<file path="src/rtl/vga_pkg.sv">
// Shared VGA timing constants and the vertical-blank scheduler state type.
package vga_pkg;

   localparam int H_TOTAL  = 800;
   localparam int V_TOTAL  = 525;
   localparam int H_ACTIVE = 640;
   localparam int V_ACTIVE = 480;

   typedef enum logic [1:0] {
      IDLE  = 2'd0,
      SCAN  = 2'd1,
      GRANT = 2'd2
   } sched_state_t;

endpackage

</file>
<file path="src/rtl/vblank_scheduler.sv">
// Hands out exclusive access to shared frame state during vertical blanking.
// Requesters are visited once per accepted frame in round-robin order. The
// start index rotates every frame. All work is cut off at the deadline line,
// so no update is still running when active video restarts.
module vblank_scheduler
   import vga_pkg::*;
#(
   parameter int N_REQ         = 4,
   parameter int DEADLINE_LINE = 515,
   parameter int MAX_GRANT     = 4096,
   parameter int CNT_W         = 16
)
(
   input  logic             clk25,
   input  logic             reset,
   input  logic             frame,
   input  logic [9:0]       y,
   input  logic [N_REQ-1:0] req,
   input  logic [N_REQ-1:0] done,
   output logic [N_REQ-1:0] grant,
   output logic             busy,
   output logic             overrun,
   output logic [CNT_W-1:0] frame_count
);

   localparam int IW = (N_REQ > 1) ? $clog2(N_REQ) : 1;
   localparam int TW = (MAX_GRANT > 1) ? $clog2(MAX_GRANT) : 1;
   localparam logic [IW-1:0] LAST_IDX   = IW'(N_REQ - 1);
   localparam logic [TW-1:0] TIMER_LAST = TW'(MAX_GRANT - 1);
   localparam logic [9:0]    DEADLINE_Y = 10'(DEADLINE_LINE);
   localparam logic [N_REQ-1:0] ONE     = N_REQ'(1);

   sched_state_t     state, state_nxt;
   logic [N_REQ-1:0] pending, pending_nxt;
   logic [N_REQ-1:0] grant_nxt;
   logic [IW-1:0]    idx, idx_nxt, idx_inc;
   logic [IW-1:0]    cnt, cnt_nxt;
   logic [IW-1:0]    rr_ptr, rr_nxt, rr_inc;
   logic [TW-1:0]    timer, timer_nxt;
   logic             overrun_nxt;
   logic [CNT_W-1:0] frame_count_nxt;
   logic             scan_last;
   logic             deadline_hit;

   // Wrap-around increments are done by compare, so N_REQ need not be a power of two.
   always_comb begin
      idx_inc      = (idx == LAST_IDX) ? '0 : idx + 1'b1;
      rr_inc       = (rr_ptr == LAST_IDX) ? '0 : rr_ptr + 1'b1;
      scan_last    = (cnt == LAST_IDX);
      deadline_hit = (state != IDLE) && (y == DEADLINE_Y);
   end

   // Next-state logic. The deadline overrides everything, then done, then the grant timeout.
   always_comb begin
      state_nxt       = state;
      pending_nxt     = pending;
      grant_nxt       = grant;
      idx_nxt         = idx;
      cnt_nxt         = cnt;
      rr_nxt          = rr_ptr;
      timer_nxt       = timer;
      overrun_nxt     = overrun;
      frame_count_nxt = frame_count;

      if (deadline_hit) begin
         grant_nxt   = '0;
         pending_nxt = '0;
         overrun_nxt = 1'b1;
         rr_nxt      = rr_inc;
         state_nxt   = IDLE;
      end else begin
         case (state)
            IDLE: begin
               if (frame) begin
                  pending_nxt     = req;
                  idx_nxt         = rr_ptr;
                  cnt_nxt         = '0;
                  frame_count_nxt = frame_count + 1'b1;
                  state_nxt       = SCAN;
               end
            end

            SCAN: begin
               if (frame) begin
                  overrun_nxt = 1'b1;
               end
               if (pending[idx]) begin
                  grant_nxt = ONE << idx;
                  timer_nxt = '0;
                  state_nxt = GRANT;
               end else if (scan_last) begin
                  rr_nxt    = rr_inc;
                  state_nxt = IDLE;
               end else begin
                  idx_nxt = idx_inc;
                  cnt_nxt = cnt + 1'b1;
               end
            end

            GRANT: begin
               if (frame) begin
                  overrun_nxt = 1'b1;
               end
               timer_nxt = timer + 1'b1;
               if (done[idx] || (timer == TIMER_LAST)) begin
                  if (!done[idx]) begin
                     overrun_nxt = 1'b1;
                  end
                  grant_nxt        = '0;
                  pending_nxt[idx] = 1'b0;
                  if (scan_last) begin
                     rr_nxt    = rr_inc;
                     state_nxt = IDLE;
                  end else begin
                     idx_nxt   = idx_inc;
                     cnt_nxt   = cnt + 1'b1;
                     state_nxt = SCAN;
                  end
               end
            end

            default: begin
               grant_nxt = '0;
               state_nxt = IDLE;
            end
         endcase
      end
   end

   // State and datapath registers with synchronous reset.
   always_ff @(posedge clk25) begin
      if (reset) begin
         state       <= IDLE;
         pending     <= '0;
         grant       <= '0;
         idx         <= '0;
         cnt         <= '0;
         rr_ptr      <= '0;
         timer       <= '0;
         overrun     <= 1'b0;
         frame_count <= '0;
      end else begin
         state       <= state_nxt;
         pending     <= pending_nxt;
         grant       <= grant_nxt;
         idx         <= idx_nxt;
         cnt         <= cnt_nxt;
         rr_ptr      <= rr_nxt;
         timer       <= timer_nxt;
         overrun     <= overrun_nxt;
         frame_count <= frame_count_nxt;
      end
   end

   assign busy = (state != IDLE);

endmodule

</file>
<file path="config.mk">
export PLATFORM = sky130hd
export DESIGN_NAME = vblank_scheduler
export DESIGN_NICKNAME = d
export VERILOG_FILES = /design/src/rtl/vga_pkg.sv /design/src/rtl/vblank_scheduler.sv
export SDC_FILE = /design/constraint.sdc
export NUM_CORES = 1
export LEC_CHECK = 0
export CAP_MARGIN = 20
export CORE_UTILIZATION = 40
export CTS_BUF_LIST = sky130_fd_sc_hd__clkbuf_4 sky130_fd_sc_hd__clkbuf_8 sky130_fd_sc_hd__clkbuf_16
export CTS_CLUSTER_SIZE = 25
export DETAILED_ROUTE_END_ITERATION = 16
export PLACE_DENSITY_LB_ADDON = 0.15
export SYNTH_ARGS = -nofsm -noshare
export SYNTH_HDL_FRONTEND = slang
export SYNTH_SLANG_ARGS = --single-unit
</file>
<file path="constraint.sdc">
create_clock -name clk25 -period 2.4 [get_ports clk25]
set_clock_uncertainty 0.1 [all_clocks]
set_input_delay 0.48 -clock clk25 [delete_from_list [all_inputs] [get_ports clk25]]
set_output_delay 0.48 -clock clk25 [all_outputs]
set_load 0.01 [all_outputs]
</file>
# == Word-level counts from Yosys, hierarchy flattened ==
# Index checks and enable logic that the tools add are counted.
# word_totals
register_bits,45
inputBits,21
output_inout_bits,22
wordCells,94
# op_classes
addsub,5
n_lt_le_gt_ge,2
n_eq_ne,14
shift,1
mux,42
bitwise,4
n_reduce_logical,17
# ops
operator,n
$mux 2,18
$pmux 12 s2,1
$pmux 2 s3,3
$reduce_and 3->1,6
$add 16x1->16 const B,1
$mux 4,4
$add 12x1->12 const B,1
$eq 12x12->1 const B,1
$mux 12,1
$pmux 4 s3,1
$eq 10x10->1 const B,1
$ne 3x3->1 const B,3
$eq 2x2->1 const B,4
$mux 1,8
$ne 2x2->1 const B,4
$pmux 4 s2,1
$add 2x1->2 const B,3
$reduce_bool 2->1,3
$reduce_bool 3->1,2
$reduce_and 5->1,1
$and 4x4->4,1
$bmux 1 s2,2
$not 4->4,1
$pmux 2 s2,1
other kinds (11),13

# == Depth between registers and ports, before layout ==
# Gate-level depths: netlist of the first run.
# depth
word_depth,8
ltp_mapped,9
ltp_nobuf,7

# == Least setup slack after synthesis of the first run ==
# OpenSTA, ideal clock, no wires.
# synth_path
path_kind,register to register
startpoint,register state[0]
endpoint,register timer[11]
setup_ps,117
t_arrival_ps,1841
required_time_ps,2183
setup_slack_ps,342
path_stages_with_launch,9
synth_period_minus_slack_ps,2058
cell_sequence,dfxtp_1 inv_1 ha_1 nor4bb_1 nand3_2 nand3_1 buf_2 nor2_1 a32o_1
# synth_via
elab_chain_cells,4
elab_cells_between_ends,9
# synth_lines
element,line_no,source
from (decl),vblank_scheduler.sv:33,"sched_state_t state, state_nxt;"
from (signal assigned),vblank_scheduler.sv:143,state <= state_nxt;
"parallel branches: the longest is 4 deep, another holds $reduce_and 3->1",n/a,
to (signal assigned),vblank_scheduler.sv:149,timer <= timer_nxt;
to (decl),vblank_scheduler.sv:39,"logic [TW-1:0] timer, timer_nxt;"
# Several ways; the timed one is not identified.
# A chain may end at the register's enable or synchronous reset.

# == Worst setup path in the final report of the first run ==
# layout_path
startpoint,register state[0]
endpoint,output busy
# layout_via
elab_chain_cells,1
# layout_lines
element,line_no,source
$reduce_bool 2->1,vblank_scheduler.sv:155,assign busy = (state != IDLE);
to (decl),vblank_scheduler.sv:21,"output logic busy,"
# No other way between the ends.

==> results of run 1 <==
[sequential cells by signal (all words and copies together), names as in the netlist]
| register | cells |
|---|---|
| state | 2 |
| overrun | 1 |
| frame_count | 16 |
| cnt | 2 |
| grant | 4 |
| rr_ptr | 2 |
| idx | 2 |
| pending | 4 |
| timer | 12 |
[cells in the mapped netlist (2+ instances only)]
library cell	instances
a31oi_1	2
a211oi_1	2
or3_1	4
dfxtp_1	45
nand2b_1	6
inv_1	18
xor2_1	7
a21oi_1	24
o22ai_1	4
nor2_1	26
nor3_1	8
o21ai_0	14
xnor2_1	6
buf_2	2
clkbuf_1	6
and3_1	2
a32o_1	5
ha_1	12
o31ai_1	2
buf_4	2
mux2i_1	3
o2111a_1	2
nand2_1	30
nor2b_1	4
nand4_1	6
or2_2	4
nand3_1	17
or4_1	5
nor4_1	3
o32ai_1	2
[critical path: stages, from the launching register on]
cell             delay, ps
dfxtp_1                390
inv_1                   80
ha_1                   270
inv_1                  130
clkdlybuf4s50_1        550
[how the worst min path moves through the flow]
stage,startpoint,endpoint,slack [ps],cells after the start
after floorplan,pending[0],pending[0],350,2
after global placement,pending[0],pending[0],360,2
after detailed placement,pending[0],pending[0],360,2
after CTS,pending[0],pending[0],370,2
after global routing,pending[0],pending[0],390,2
final,pending[0],pending[0],370,2
[cell usage in the layout, fill, tap and decap left out, types with 3 or more instances in the layout]
| cell type | Yosys | layout |
|---|---|---|
| nor4_1 | 3 | 3 |
| ha_1 | 12 | 12 |
| a32o_1 | 5 | 5 |
| a21oi_1 | 24 | 24 |
| mux2i_1 | 3 | 3 |
| nor2_1 | 26 | 26 |
| or2_2 | 4 | 4 |
| o22ai_1 | 4 | 4 |
| buf_4 | 2 | 10 |
| inv_1 | 18 | 18 |
| dfxtp_1 | 45 | 45 |
| clkdlybuf4s50_1 | 0 | 42 |
| nand4_1 | 6 | 6 |
| xor2_1 | 7 | 7 |
| nor2b_1 | 4 | 4 |
| nand2b_1 | 6 | 6 |
| nand3_1 | 17 | 17 |
| o21ai_0 | 14 | 14 |
| or3_1 | 4 | 4 |
| clkbuf_8 | 0 | 5 |
| nand2_1 | 30 | 30 |
| or4_1 | 5 | 5 |
| nor3_1 | 8 | 8 |
| xnor2_1 | 6 | 6 |
[power by group through the flow]
stage	Sequential, mW	Clock, mW	Combinational [mW]
3_5_place_dp	0.883	0	0.645
6_report	0.865	0.587	0.652
3_3_place_gp	0.882	0	0.643
4_1_cts	0.866	0.608	0.649
5_1_grt	0.875	0.639	0.722
2_1_floorplan	0.864	0	0.433
[cell families after synthesis]
family	Yosys count
mux	5
fa+ha+maj	12
flops	45
buf+inv	30
compound gates	66
xor+xnor	13
simple gates	126
[per-stage QoR]
step | instance area (sq um) | power (mW) | worst slack (ps)
floorplan | 2460 | 1.30 | 342
global placement | 3010 | 1.53 | 39.5
detailed placement | 3010 | 1.53 | 5.47
CTS | 3130 | 2.12 | 99.6
global route | 3130 | 2.24 | 0.656
finish | 3130 | 2.10 | 96.5
[routing by layer]
metal  part of all wire  vias up
met3              0.053        4
met1               0.49     1045
met4             0.0081        0
met5                  0        -
li1                   -     1156
met2               0.45       51
[final cells by class]
cell class	instances	area, sq um
Multi-Input combinational cell	222	1440
Timing Repair Buffer	53	515
Clock buffer	5	68.8
Fill cell	549	2790
Clock inverter	3	46.3
Tap cell	75	93.8
Inverter	18	67.6
Sequential cell	45	901
==> run metrics, run 1 <==
Ports=43; non-filler instance count after layout=421; outcome=finished, final reports clean; GR peak layer=met2; P_leak=1.09 nW; CP startpoint=state[0]; First-pass DRT Iterations=4; met2 Track Usage GR=0.297; Synth cell types=54; crit path kind=reg -> out; WL/cell=13.5 microns; Final min period=2300 ps; first-pass GRT wire length=9.49 mm; crit-path max FO=4; initial antenna violation count=0; vias=2256; grt ovf=0; pin count of the biggest net entering global routing=17; # nets final=378; # rows=28; number of clock sinks=45; fraction of layout instances using a drive strength above 1=0.104; max-cap violation count=0; met1 Use GR=0.260; Initial Util=0.416; Least-Margin Pin Slew=563 ps; DRT iter0 DRCs=114; Synth warnings=0; I/O Buffers=42; Comb pwr share=0.310; Fin Hold WS=368 ps; cell area after synthesis=0.00246 sq mm; Pwr per Cell Area=672 mW/mm^2; Critical R2R Capture=idx[1]; Core Area=0.00592 sq mm; RSZ-0062 raised after global routing=false; crit path to=busy; Clock Power Share=0.279; largest family of logic cells by synthesized area=simple AND/OR/NAND/NOR gates; Root Driver=clkbuf_8; Worst R2R Path Depth=6; Total Wirelength=5.68 mm; TritonCTS clock tree=built; r2r setup slk=170 ps; # Post-CTS Setup Buffers=0; Mapped Avg Cell Area=8.29 sq um; Switching Share=0.330; TNS Setup=0 ps; Clock Path Buffers=2; worst vdd ir=0.390 mV; Fin. Hold Viols=0; Util after Layout=0.529; # diodes=0; hold_buf cts=0; asr flop ratio synth=0; # placed instances=413; syn_nets=330; Worst-path clk slew=90 ps; Die Ht=80.5 microns; CP Launch Type=flip-flop; Global Route Usage Sum=0.188; Max Clk Rate=434 MHz; post-synthesis mux area share=0.0223; CP arrival=1720 ps; worst skew pair latency=300 ps; Post-Synth XOR/XNOR Area=0.0462; Simple-Gate Fraction of Synth Area=0.272; Setup violations, final=0; die width=80.5 microns; Synth area leaders=dfxtp_1 37%, ha_1 6.1%, a21oi_1 4.9%, nand2_1 4.6%, nor2_1 4.0%; RR Startpoint=timer[0]; post-route ant nets=0; Pint=1.41 mW; hpwl dp=4.14 mm; Psw=694 uW; met3 usage=0.0307; top-area cell type share of the netlist area=0.366; Tcrit/Tclk final=0.960; WP data required=1820 ps; post-cts repair resize count=0; cell count after synthesis=297; Via-to-Cell Ratio=5.36; number of synthesized flops with an enable pin=0; Area Growth Syn to Fin=27.1%; vias in the first global route=2041; sequential element share of the synthesized area=0.366; Reg power frac=0.411; CTS Buf Count=5; Slew Viols, Final=0; Compound-Gate Fraction of Synth Area=0.180; dominant synthesized flop cell=dfxtp_1; gpl congestion=0.806; post-route DRC violation count=0; Hold Crit Class=reg -> reg; CP endpoint kind=primary output; dominant cell type by area after synthesis=dfxtp_1; post-synthesis adder-cell area fraction=0.0609; synthesized flop and latch total=45; Die ar.=0.00648 sq mm; H-tree depth=2; Worst slew margin=0.624
Note: power is estimated with default switching activity, not from simulation.
==> run 2: changes to the inputs <==
--- a/config.mk
+++ b/config.mk
@@ -6,11 +6,14 @@
 export NUM_CORES = 1
 export LEC_CHECK = 0
 export CAP_MARGIN = 20
+export CORE_MARGIN = 1.5
 export CORE_UTILIZATION = 40
 export CTS_BUF_LIST = sky130_fd_sc_hd__clkbuf_4 sky130_fd_sc_hd__clkbuf_8 sky130_fd_sc_hd__clkbuf_16
 export CTS_CLUSTER_SIZE = 25
 export DETAILED_ROUTE_END_ITERATION = 16
 export PLACE_DENSITY_LB_ADDON = 0.15
+export SETUP_SLACK_MARGIN = 0.3
+export SKIP_CTS_REPAIR_TIMING = 1
 export SYNTH_ARGS = -nofsm -noshare
 export SYNTH_HDL_FRONTEND = slang
 export SYNTH_SLANG_ARGS = --single-unit
==> run metrics, run 2 (same netlist as run 1, synthesis figures left out) <==
Hold Crit Class=reg -> reg; die width=81.5 microns; crit path kind=reg -> reg; r2r setup slk=340 ps; WL/cell=13.9 microns; Area Growth Syn to Fin=31.0%; first-pass GRT wire length=9.83 mm; Ports=43; DRT iter0 DRCs=131; CP max stage delay=370 ps; First-pass DRT Iterations=4; # placed instances=412; P_leak=1.15 nW; cell class contributing the biggest share of worst-path delay=compound AO/OA/AOI/OAI gates; Die ar.=0.00664 sq mm; Pwr per Cell Area=648 mW/mm^2; Psw=734 uW; CP endpoint kind=flip-flop; worst skew pair latency=310 ps; worst path bufs/invs=3; I/O Buffers=42; RSZ-0062 raised after global routing=true; # nets final=382; Initial Util=0.416; Fin Hold WS=389 ps; H-tree depth=2; hold depth=2; CP Depth=9; gpl congestion=0.792; Comb pwr share=0.341; max-cap violation count=0; Regs by FF count=frame_count (16), timer (12); Root Driver=clkbuf_8; outcome=finished, final reports clean; post-route DRC violation count=0; Reg power frac=0.417; vias=2315; commonest non-fill, non-tap cell in the layout=dfxtp_1; Worst-path clk slew=100 ps; WP data required=2510 ps; Switching Share=0.351; worst slack at placement=-4.64 ps; crit-path max FO=14; number of clock sinks=45; crit path cell chain=inv_1, ha_2, and2_1, a22oi_4, buf_4, nand3_2, buf_12, a21o_1, a32o_1; Fin. Hold Viols=0; Core Area=0.00592 sq mm; Max Clk Rate=485 MHz; pin count of the biggest net entering global routing=27; post-route ant nets=0; Setup violations, final=0; Slowest-stage cell, CP=dfxtp_2; Global Route Usage Sum=0.192; grt ovf=0; hpwl dp=4.25 mm; most frequent cells in the layout=42 x dfxtp_1, 41 x clkdlybuf4s50_1, 30 x nand2_1, 26 x nor2_1, 24 x a21oi_1; # diodes=0; Tcrit/Tclk final=0.860; Slew Viols, Final=0; TritonCTS clock tree=built; Via-to-Cell Ratio=5.45; CTS Buf Count=5; Clock Path Buffers=2; # rows=28; max reg flops=16; Worst slew margin=0.717; Biggest register=frame_count; worst vdd ir=0.335 mV; Pint=1.36 mW; Least-Margin Pin Slew=421 ps; Worst R2R Path Depth=9; worst setup margin=337 ps; fraction of layout instances using a drive strength above 1=0.146; initial antenna violation count=0; CP arrival=2170 ps; Final min period=2060 ps; Die Ht=81.5 microns; Total Wirelength=5.90 mm; Clock Power Share=0.241; CP Launch Type=flip-flop; vias in the first global route=2127; non-filler instance count after layout=425
-- run 2: changes by cell type in the layout (fill, tap and decap cells not counted), sizes merged --
cell           before  now
dlymetal6s2s        0    1
bufinv              1    0
inv                18   19
buf                11   15
clkdlybuf4s50      42   41
-- run 2: per-stage QoR --
step	instance area, sq um	setup TNS (ps)	total power, mW	util
floorplan	2460	0	1.30	-
global placement	3020	0	1.52	0.509
detailed placement	3020	-4.64	1.53	0.509
CTS	3110	0	2.02	0.525
global route	3230	0	2.21	0.545
finish	3230	0	2.09	0.545
-- run 2: path summary, 6_finish.rpt --
kind | from | to
setup / recovery | state[1] | timer[11]
hold / removal | cnt[1] | cnt[1]
setup reg to reg | state[1] | timer[11]
hold reg to reg | cnt[1] | cnt[1]
-- run 2: worst register-to-register path, cell delays in order, from the launching register on --
cell and delay (ps):
dfxtp_2 370, inv_1 80, ha_2 200, and2_1 180, a22oi_4 230, buf_4 160
nand3_2 90, buf_12 160, a21o_1 150, a32o_1 250
-- run 2: cell type report --
class	count	area, sq um
repair buffers	57	561
clock inverters	3	25.0
inverters	18	67.6
well taps	75	93.8
fillers	559	2690
clock buffers	5	68.8
flip-flops and latches	45	905
multi-input cells	222	1510
-- run 2: per-layer routing --
| layer | GRT usage | up-vias | share of wire |
|---|---|---|---|
| met1 | 0.256 | 1098 | 0.48 |
| met5 | 0 | - | 0 |
| met2 | 0.306 | 51 | 0.46 |
| met4 | 0.0621 | 0 | 0.012 |
| met3 | 0.0422 | 4 | 0.050 |
| li1 | - | 1162 | - |
-- run 2: power by group through the flow --
stage | Clock [mW] | Combinational, mW | Sequential, mW
finish | 0.504 | 0.714 | 0.872
global route | 0.549 | 0.783 | 0.882
CTS | 0.512 | 0.643 | 0.868
detailed placement | 0 | 0.641 | 0.885
global placement | 0 | 0.636 | 0.883
floorplan | 0 | 0.433 | 0.864
